--- config.mk ---
export PLATFORM = sky130hd
export DESIGN_NAME = ppa_seq_adder
export DESIGN_NICKNAME = d
export VERILOG_FILES = /design/src/rtl/ppa_seq_pkg.sv /design/src/rtl/adder.sv /design/src/rtl/ppa_rr_arb.sv /design/src/rtl/ppa_seq_adder.sv
export SDC_FILE = /design/constraint.sdc
export NUM_CORES = 1
export LEC_CHECK = 0
export ABC_AREA = 0
export ABC_CLOCK_PERIOD_IN_PS = 2500
export BUFFER_PORTS_ARGS = -buffer_cell sky130_fd_sc_hd__buf_4
export CAP_MARGIN = 20
export CORE_AREA = 5 5 120 122
export DETAILED_ROUTE_END_ITERATION = 12
export DIE_AREA = 0 0 125 127
export PLACE_DENSITY = 0.5
export SLEW_MARGIN = 20
export SYNTH_ARGS = -nofsm -noshare
export SYNTH_HDL_FRONTEND = slang
export SYNTH_HIERARCHICAL = 1
export SYNTH_SLANG_ARGS = --single-unit
--- constraint.sdc ---
create_clock -name clk -period 2.5 [get_ports clk]
set_input_delay 0.25 -clock clk [delete_from_list [all_inputs] [get_ports clk]]
set_output_delay 0.25 -clock clk [all_outputs]
set_load 0.01 [all_outputs]
--- src/rtl/ppa_seq_pkg.sv ---
// Shared definitions for the nibble-serial wide-adder sequencer.
package ppa_seq_pkg;

    localparam int NIB_W = 4;

    typedef enum logic [1:0] {
        IDLE,
        RUN,
        RESP
    } ppa_seq_state_t;

    // Index width that stays at least one bit wide for a single requester.
    function automatic int id_width(input int n);
        return (n > 1) ? $clog2(n) : 1;
    endfunction

endpackage

--- src/rtl/adder.sv ---
// 4-bit parallel-prefix adder slice (Kogge-Stone style carry tree with carry-in).
module adder (
    input  logic [3:0] a,
    input  logic [3:0] b,
    input  logic       cin,
    output logic [3:0] sum,
    output logic       cout
);

    logic [3:0] g;
    logic [3:0] p;
    logic       g0c;
    logic       g1_l1;
    logic       g2_l1;
    logic       p2_l1;
    logic       g3_l1;
    logic       p3_l1;
    logic [4:1] c;

    assign g = a & b;
    assign p = a ^ b;

    // Carry-in folded into bit 0 so the tree treats it as a generate.
    assign g0c   = g[0] | (p[0] & cin);
    assign g1_l1 = g[1] | (p[1] & g0c);
    assign g2_l1 = g[2] | (p[2] & g[1]);
    assign p2_l1 = p[2] & p[1];
    assign g3_l1 = g[3] | (p[3] & g[2]);
    assign p3_l1 = p[3] & p[2];

    assign c[1] = g0c;
    assign c[2] = g1_l1;
    assign c[3] = g2_l1 | (p2_l1 & g0c);
    assign c[4] = g3_l1 | (p3_l1 & g1_l1);

    assign sum  = p ^ {c[3:1], cin};
    assign cout = c[4];

endmodule

--- src/rtl/ppa_rr_arb.sv ---
// NREQ-way round-robin arbiter: first requester at or above ptr (wrapping) wins.
module ppa_rr_arb #(
    parameter int NREQ = 2,
    parameter int ID_W = 1
) (
    input  logic [NREQ-1:0] req,
    input  logic [ID_W-1:0] ptr,
    input  logic            en,
    output logic [NREQ-1:0] grant,
    output logic [ID_W-1:0] idx
);

    logic found;

    function automatic int wrap(input int base, input int step);
        return (base + step) % NREQ;
    endfunction

    always_comb begin
        grant = '0;
        idx   = '0;
        found = 1'b0;
        for (int k = 0; k < NREQ; k++) begin
            if (en && !found && req[wrap(int'(ptr), k)]) begin
                grant[wrap(int'(ptr), k)] = 1'b1;
                idx                       = ID_W'(wrap(int'(ptr), k));
                found                     = 1'b1;
            end
        end
    end

endmodule

--- src/rtl/ppa_seq_adder.sv ---
// Nibble-serial wide adder shared by NREQ requesters through one 4-bit slice.
// Optional signed-overflow output rsp_ovf is built when PPA_SEQ_OVF_EN is defined.
module ppa_seq_adder
    import ppa_seq_pkg::*;
#(
    parameter int WIDTH = 16,
    parameter int NREQ  = 2,
    localparam int ID_W = id_width(NREQ)
) (
    input  logic                  clk,
    input  logic                  rst_n,
    input  logic [NREQ-1:0]       req_valid,
    output logic [NREQ-1:0]       req_ready,
    input  logic [NREQ*WIDTH-1:0] req_a,
    input  logic [NREQ*WIDTH-1:0] req_b,
    input  logic [NREQ-1:0]       req_cin,
    output logic                  rsp_valid,
    input  logic                  rsp_ready,
    output logic [ID_W-1:0]       rsp_id,
    output logic [WIDTH-1:0]      rsp_sum,
`ifdef PPA_SEQ_OVF_EN
    output logic                  rsp_ovf,
`endif
    output logic                  rsp_cout
);

    localparam int NNIB      = WIDTH / NIB_W;
    localparam int NIB_CNT_W = (NNIB > 1) ? $clog2(NNIB) : 1;
    localparam logic [NIB_CNT_W-1:0] LAST_NIB = NIB_CNT_W'(NNIB - 1);
    localparam logic [ID_W-1:0]      LAST_ID  = ID_W'(NREQ - 1);

    ppa_seq_state_t state_q;
    ppa_seq_state_t state_d;

    logic [ID_W-1:0]      rr_q;
    logic [ID_W-1:0]      id_q;
    logic [ID_W-1:0]      grant_idx;
    logic [NREQ-1:0]      grant;
    logic                 arb_en;
    logic                 accept;
    logic                 last_step;
    logic [WIDTH-1:0]     a_q;
    logic [WIDTH-1:0]     b_q;
    logic [WIDTH-1:0]     result_q;
    logic                 carry_q;
    logic [NIB_CNT_W-1:0] nib_q;
    logic [NIB_W-1:0]     slice_a;
    logic [NIB_W-1:0]     slice_b;
    logic [NIB_W-1:0]     slice_sum;
    logic                 slice_cout;

    ppa_rr_arb #(
        .NREQ (NREQ),
        .ID_W (ID_W)
    ) u_arb (
        .req   (req_valid),
        .ptr   (rr_q),
        .en    (arb_en),
        .grant (grant),
        .idx   (grant_idx)
    );

    assign slice_a = a_q[nib_q*NIB_W +: NIB_W];
    assign slice_b = b_q[nib_q*NIB_W +: NIB_W];

    adder u_adder (
        .a    (slice_a),
        .b    (slice_b),
        .cin  (carry_q),
        .sum  (slice_sum),
        .cout (slice_cout)
    );

    assign req_ready = grant;
    assign accept    = |grant;
    assign last_step = (state_q == RUN) && (nib_q == LAST_NIB);

    always_comb begin
        // NOTE: every output of this block gets a default first, so no path can leave a latch.
        state_d   = state_q;
        arb_en    = 1'b0;
        rsp_valid = 1'b0;
        case (state_q)
            IDLE: begin
                // Gated by rst_n so req_ready reads 0 for the whole reset pulse.
                arb_en = rst_n;
                if (accept) state_d = RUN;
            end
            RUN: begin
                if (last_step) state_d = RESP;
            end
            RESP: begin
                rsp_valid = 1'b1;
                if (rsp_ready) state_d = IDLE;
            end
            default: state_d = IDLE;
        endcase
    end

    // NOTE: the operand and result registers are reset too, so every rsp_* field reads 0 after reset.
    always_ff @(posedge clk or negedge rst_n) begin
        if (!rst_n) begin
            state_q  <= IDLE;
            rr_q     <= '0;
            id_q     <= '0;
            a_q      <= '0;
            b_q      <= '0;
            result_q <= '0;
            carry_q  <= 1'b0;
            nib_q    <= '0;
        end else begin
            // NOTE: non-blocking assignments here, so every register samples pre-edge values.
            state_q <= state_d;
            if (accept) begin
                a_q     <= req_a[grant_idx*WIDTH +: WIDTH];
                b_q     <= req_b[grant_idx*WIDTH +: WIDTH];
                id_q    <= grant_idx;
                carry_q <= req_cin[grant_idx];
                nib_q   <= '0;
                rr_q    <= (grant_idx == LAST_ID) ? '0 : grant_idx + 1'b1;
            end else if (state_q == RUN) begin
                result_q[nib_q*NIB_W +: NIB_W] <= slice_sum;
                carry_q                        <= slice_cout;
                nib_q                          <= last_step ? '0 : nib_q + 1'b1;
            end
        end
    end

`ifdef PPA_SEQ_OVF_EN
    logic ovf_q;

    // Carry into the sign bit is recovered from A, B and the sum bit, then XORed with cout.
    always_ff @(posedge clk or negedge rst_n) begin
        if (!rst_n) begin
            ovf_q <= 1'b0;
        end else if (last_step) begin
            ovf_q <= a_q[WIDTH-1] ^ b_q[WIDTH-1] ^ slice_sum[NIB_W-1] ^ slice_cout;
        end
    end

    assign rsp_ovf = ovf_q;
`endif

    assign rsp_id   = id_q;
    assign rsp_sum  = result_q;
    assign rsp_cout = carry_q;

endmodule

==> impl_metrics.csv <==
group,metric,value,unit
outcome,status,"finished clean",
drt,wl,7.45,mm
sta,drv_slew,0,
yosys,yosysMostFrequentCell,"dfrtp_1",
critical_path,crit_path_end_kind,"register",
yosys,yosysTopAreaCell,"dfrtp_1",
yosys,synthAdderAreaFrac,4.75,%
yosys,synthMuxAreaShare,19.5,%
cells_and_area,syn2layout_area_growth,39.5,%
clock_network,ctsHoldBuffers,0,
global_routing,grt_usage,9.17,%
placed_design,dp_hpwl,5.72,mm
cells_and_area,fin_util,31.5,%
critical_path,cp.arrival,2.65,ns
global_routing,grt_pass1_wl,11.8,mm
die,num_rows,42,
clock_network,clockRootBuffer,"clkbuf_16",
pwr,switchingPower,2.06,mW
sta,rsz0062_at_grt,"yes",
cells_and_area,diodes,0,
yosys,yosys.area.top_type_share,46.6,%
sta,fin_crit_sh,98.9,%
drt,ant_nets,0,
pwr,total_leakage_power,1.83,nW
critical_path,worst_path_max_delay_cell,"mux4_2",
sta,worst_pin_slew,0.716,ns
yosys,synth-compound-area-share,12.6,%
yosys,netlist_area,0.00295,mm²
yosys,ys_types,34,
global_routing,grt_pass1_vias,2289,
yosys,synth_edf_count,0,
pwr,sequentialPowerShare,29.9,%
critical_path,crit_type,"reg2reg",
die,core_area,0.0131,mm²
yosys,yosys_register_bits,55,
yosys,syn_inst,262,
drt,viasPerCell,4.25,
cells_and_area,drive_gt1_share,42.0,%
sta,fmax,405,MHz
global_routing,grt-ovfl-total,0,
cells_and_area,multi_input_area,0.00152,mm²
placed_design,dp_cells,520,
die,die_h,127,µm
die,io_pins,92,
yosys,synthTopCellsByArea,"dfrtp_1 47%, mux2i_1 12%, a21oi_1 6.3%",
critical_path,cp_common_cell,"fa_2",
sta,max-slew-margin-rel,52.3,%
clock_network,path_clk_slew,0.08,ns
global_routing,grt_max_degree,69,
placed_design,place.gp.congestion,0.780,
cells_and_area,regArea,0.00138,mm²
yosys,yosys_warnings,6,
sta,fin_crit,2.47,ns
sta,setup-violations-final,0,
clock_network,clk_path_buf_depth,2,
drt,firstDrtPassIters,4,
clock_network,htree_levels,2,
cells_and_area,final_nets,437,
placed_design,port_buffers,91,
critical_path,path_buf_inv,0,
pwr,power_density,1270,mW/mm²
drt,drt_iter0_markers,127,
critical_path,r2r_cells,5,
clock_network,cts_tree,"done",
critical_path,crit_path_max_incr_delay,0.54,ns
yosys,synth_nets,343,
yosys,async_reset_ff_share,100,%
die,die_w,125,µm
sta,skew,0.0142,ns
pwr,p_comb_share,55.7,%
drt,vias,2264,
yosys,ys_seq_area_share,46.6,%
yosys,ys_top_cells_by_count,"55 x dfrtp_1, 37 x a21oi_1, 36 x mux2i_1, 36 x nor2_1",
critical_path,path_max_fanout,4,
yosys,synthSimpleGateAreaFrac,12.5,%
critical_path,required,2.67,ns
drt,wire_per_inst,14.0,µm
yosys,yosys_most_used_dff,"dfrtp_1",
global_routing,antenna_found_initial,0,
yosys,synth_xor_xnor_area_share,0.593,%
sta,hold_viol,0,
cells_and_area,fillers,1337,
yosys,avgSynthCellArea,11.3,µm²
job,cap_violations,0,
clock_network,clk_latency,0.30,ns
pwr,intPower,3.15,mW
pwr,vdd_drop_max,0.490,mV
critical_path,cp_top_family,"adder cells",
clock_network,cts_buffers,5,
hold_path,hold_class,"in2async",
critical_path,start_kind,"register",
pwr,p_clk_share,14.5,%
cells_and_area,instances_no_fill,533,
critical_path,crit_chain,"mux4_2 > fa_2 > fa_2 > nor4b_2 > mux2_4",
die,initial_core_util,22.6,%
die,die_area,0.0159,mm²
yosys,synth_top_family_by_area,"multiplexers",
pwr,sw_frac_of_total,39.6,%
critical_path,cp.depth,5,
drt,drcViolationCount,0,
clock_network,cts.sink_count,55,
-- per-stage QoR --
stage	hold WS, ns	power (mW)	area [µm²]	setup TNS, ns	setup slack [ns]
CTS	0.142	5.20	4080	0	0.0168
global placement	0.461	4.29	3890	-0.159	-0.0351
finish	0.0904	5.21	4120	0	0.0286
global route	0.167	5.59	4120	-0.230	-0.0440
floorplan	-0.0456	3.41	2980	-0.122	-0.0480
detailed placement	0.462	4.32	3890	-0.460	-0.0698
-- final cells by class --
type / count / area share (%)
Clock buffer: 6 / 3.37
Clock inverter: 2 / 0.486
Inverter: 4 / 0.365
Multi-Input combinational cell: 185 / 36.9
Sequential cell: 55 / 33.5
Tap cell: 176 / 5.35
Timing Repair Buffer: 105 / 20.1
-- power by group through the flow --
| stage | combinational [mW] | sequential (mW) | clock [mW] |
|---|---|---|---|
| floorplan | 1.87 | 1.55 | 0 |
| global placement | 2.72 | 1.57 | 0 |
| detailed placement | 2.73 | 1.59 | 0 |
| CTS | 2.85 | 1.57 | 0.776 |
| global route | 3.15 | 1.62 | 0.815 |
| finish | 2.90 | 1.56 | 0.755 |
-- layout by cell type, fill, tap and decap left out, types with 2 or more instances in the layout --
cell type	n
nand4_1	14
a21oi_1	36
mux4_2	8
buf_4	102
fa_2	2
nor4b_1	2
dfrtp_1	54
clkbuf_16	5
ha_1	8
nand2_1	6
inv_1	4
mux2i_1	36
nor2_1	36
a21o_1	3
a21bo_2	14
buf_12	3
mux2_4	2
-- flip-flops by register name, summed over array words and instances (netlist names) --
signal,count
rsp_sum,16
nib_q,2
rsp_cout,1
rr_q,1
b_q,16
state_q,2
rsp_id,1
a_q,16
-- cells by family after synthesis --
logic type,count (synthesis)
AO/OA/AOI/OAI,57
XOR/XNOR,2
adder cells (fa/ha/maj),10
buffers and inverters,22
flip-flops,55
multiplexers,47
AND/OR/NAND/NOR,69
-- timing repair --
action                     4_1_cts  5_1_grt
resized for setup                4        1
setup endpoints to repair       11        9
pin swaps                        0        6
setup buffers                    0        5
-- path summary, 6_finish.rpt --
path / start / endpoint / slack [ns]
worst max register to register: nib_q[0] / rsp_sum[13] / 0.03
worst min-delay path: rst_n / rr_q / 0.09
worst max-delay path: nib_q[0] / rsp_sum[13] / 0.03
max in group asynchronous: rst_n / nib_q[0] / 1.90
worst min register to register: rsp_sum[8] / rsp_sum[8] / 0.49
min in group clk: req_a[13] / a_q[13] / 0.25
-- layer usage --
metal  global-route usage [%]  vias to the layer above  wire (µm)
met5                        0                        -          0
met4                     1.15                        0         12
met3                     2.09                        2        329
met2                     15.8                       61       3790
met1                     12.2                     1069       3320
li1                         -                     1132          -
(Power assumes the default switching activity.)
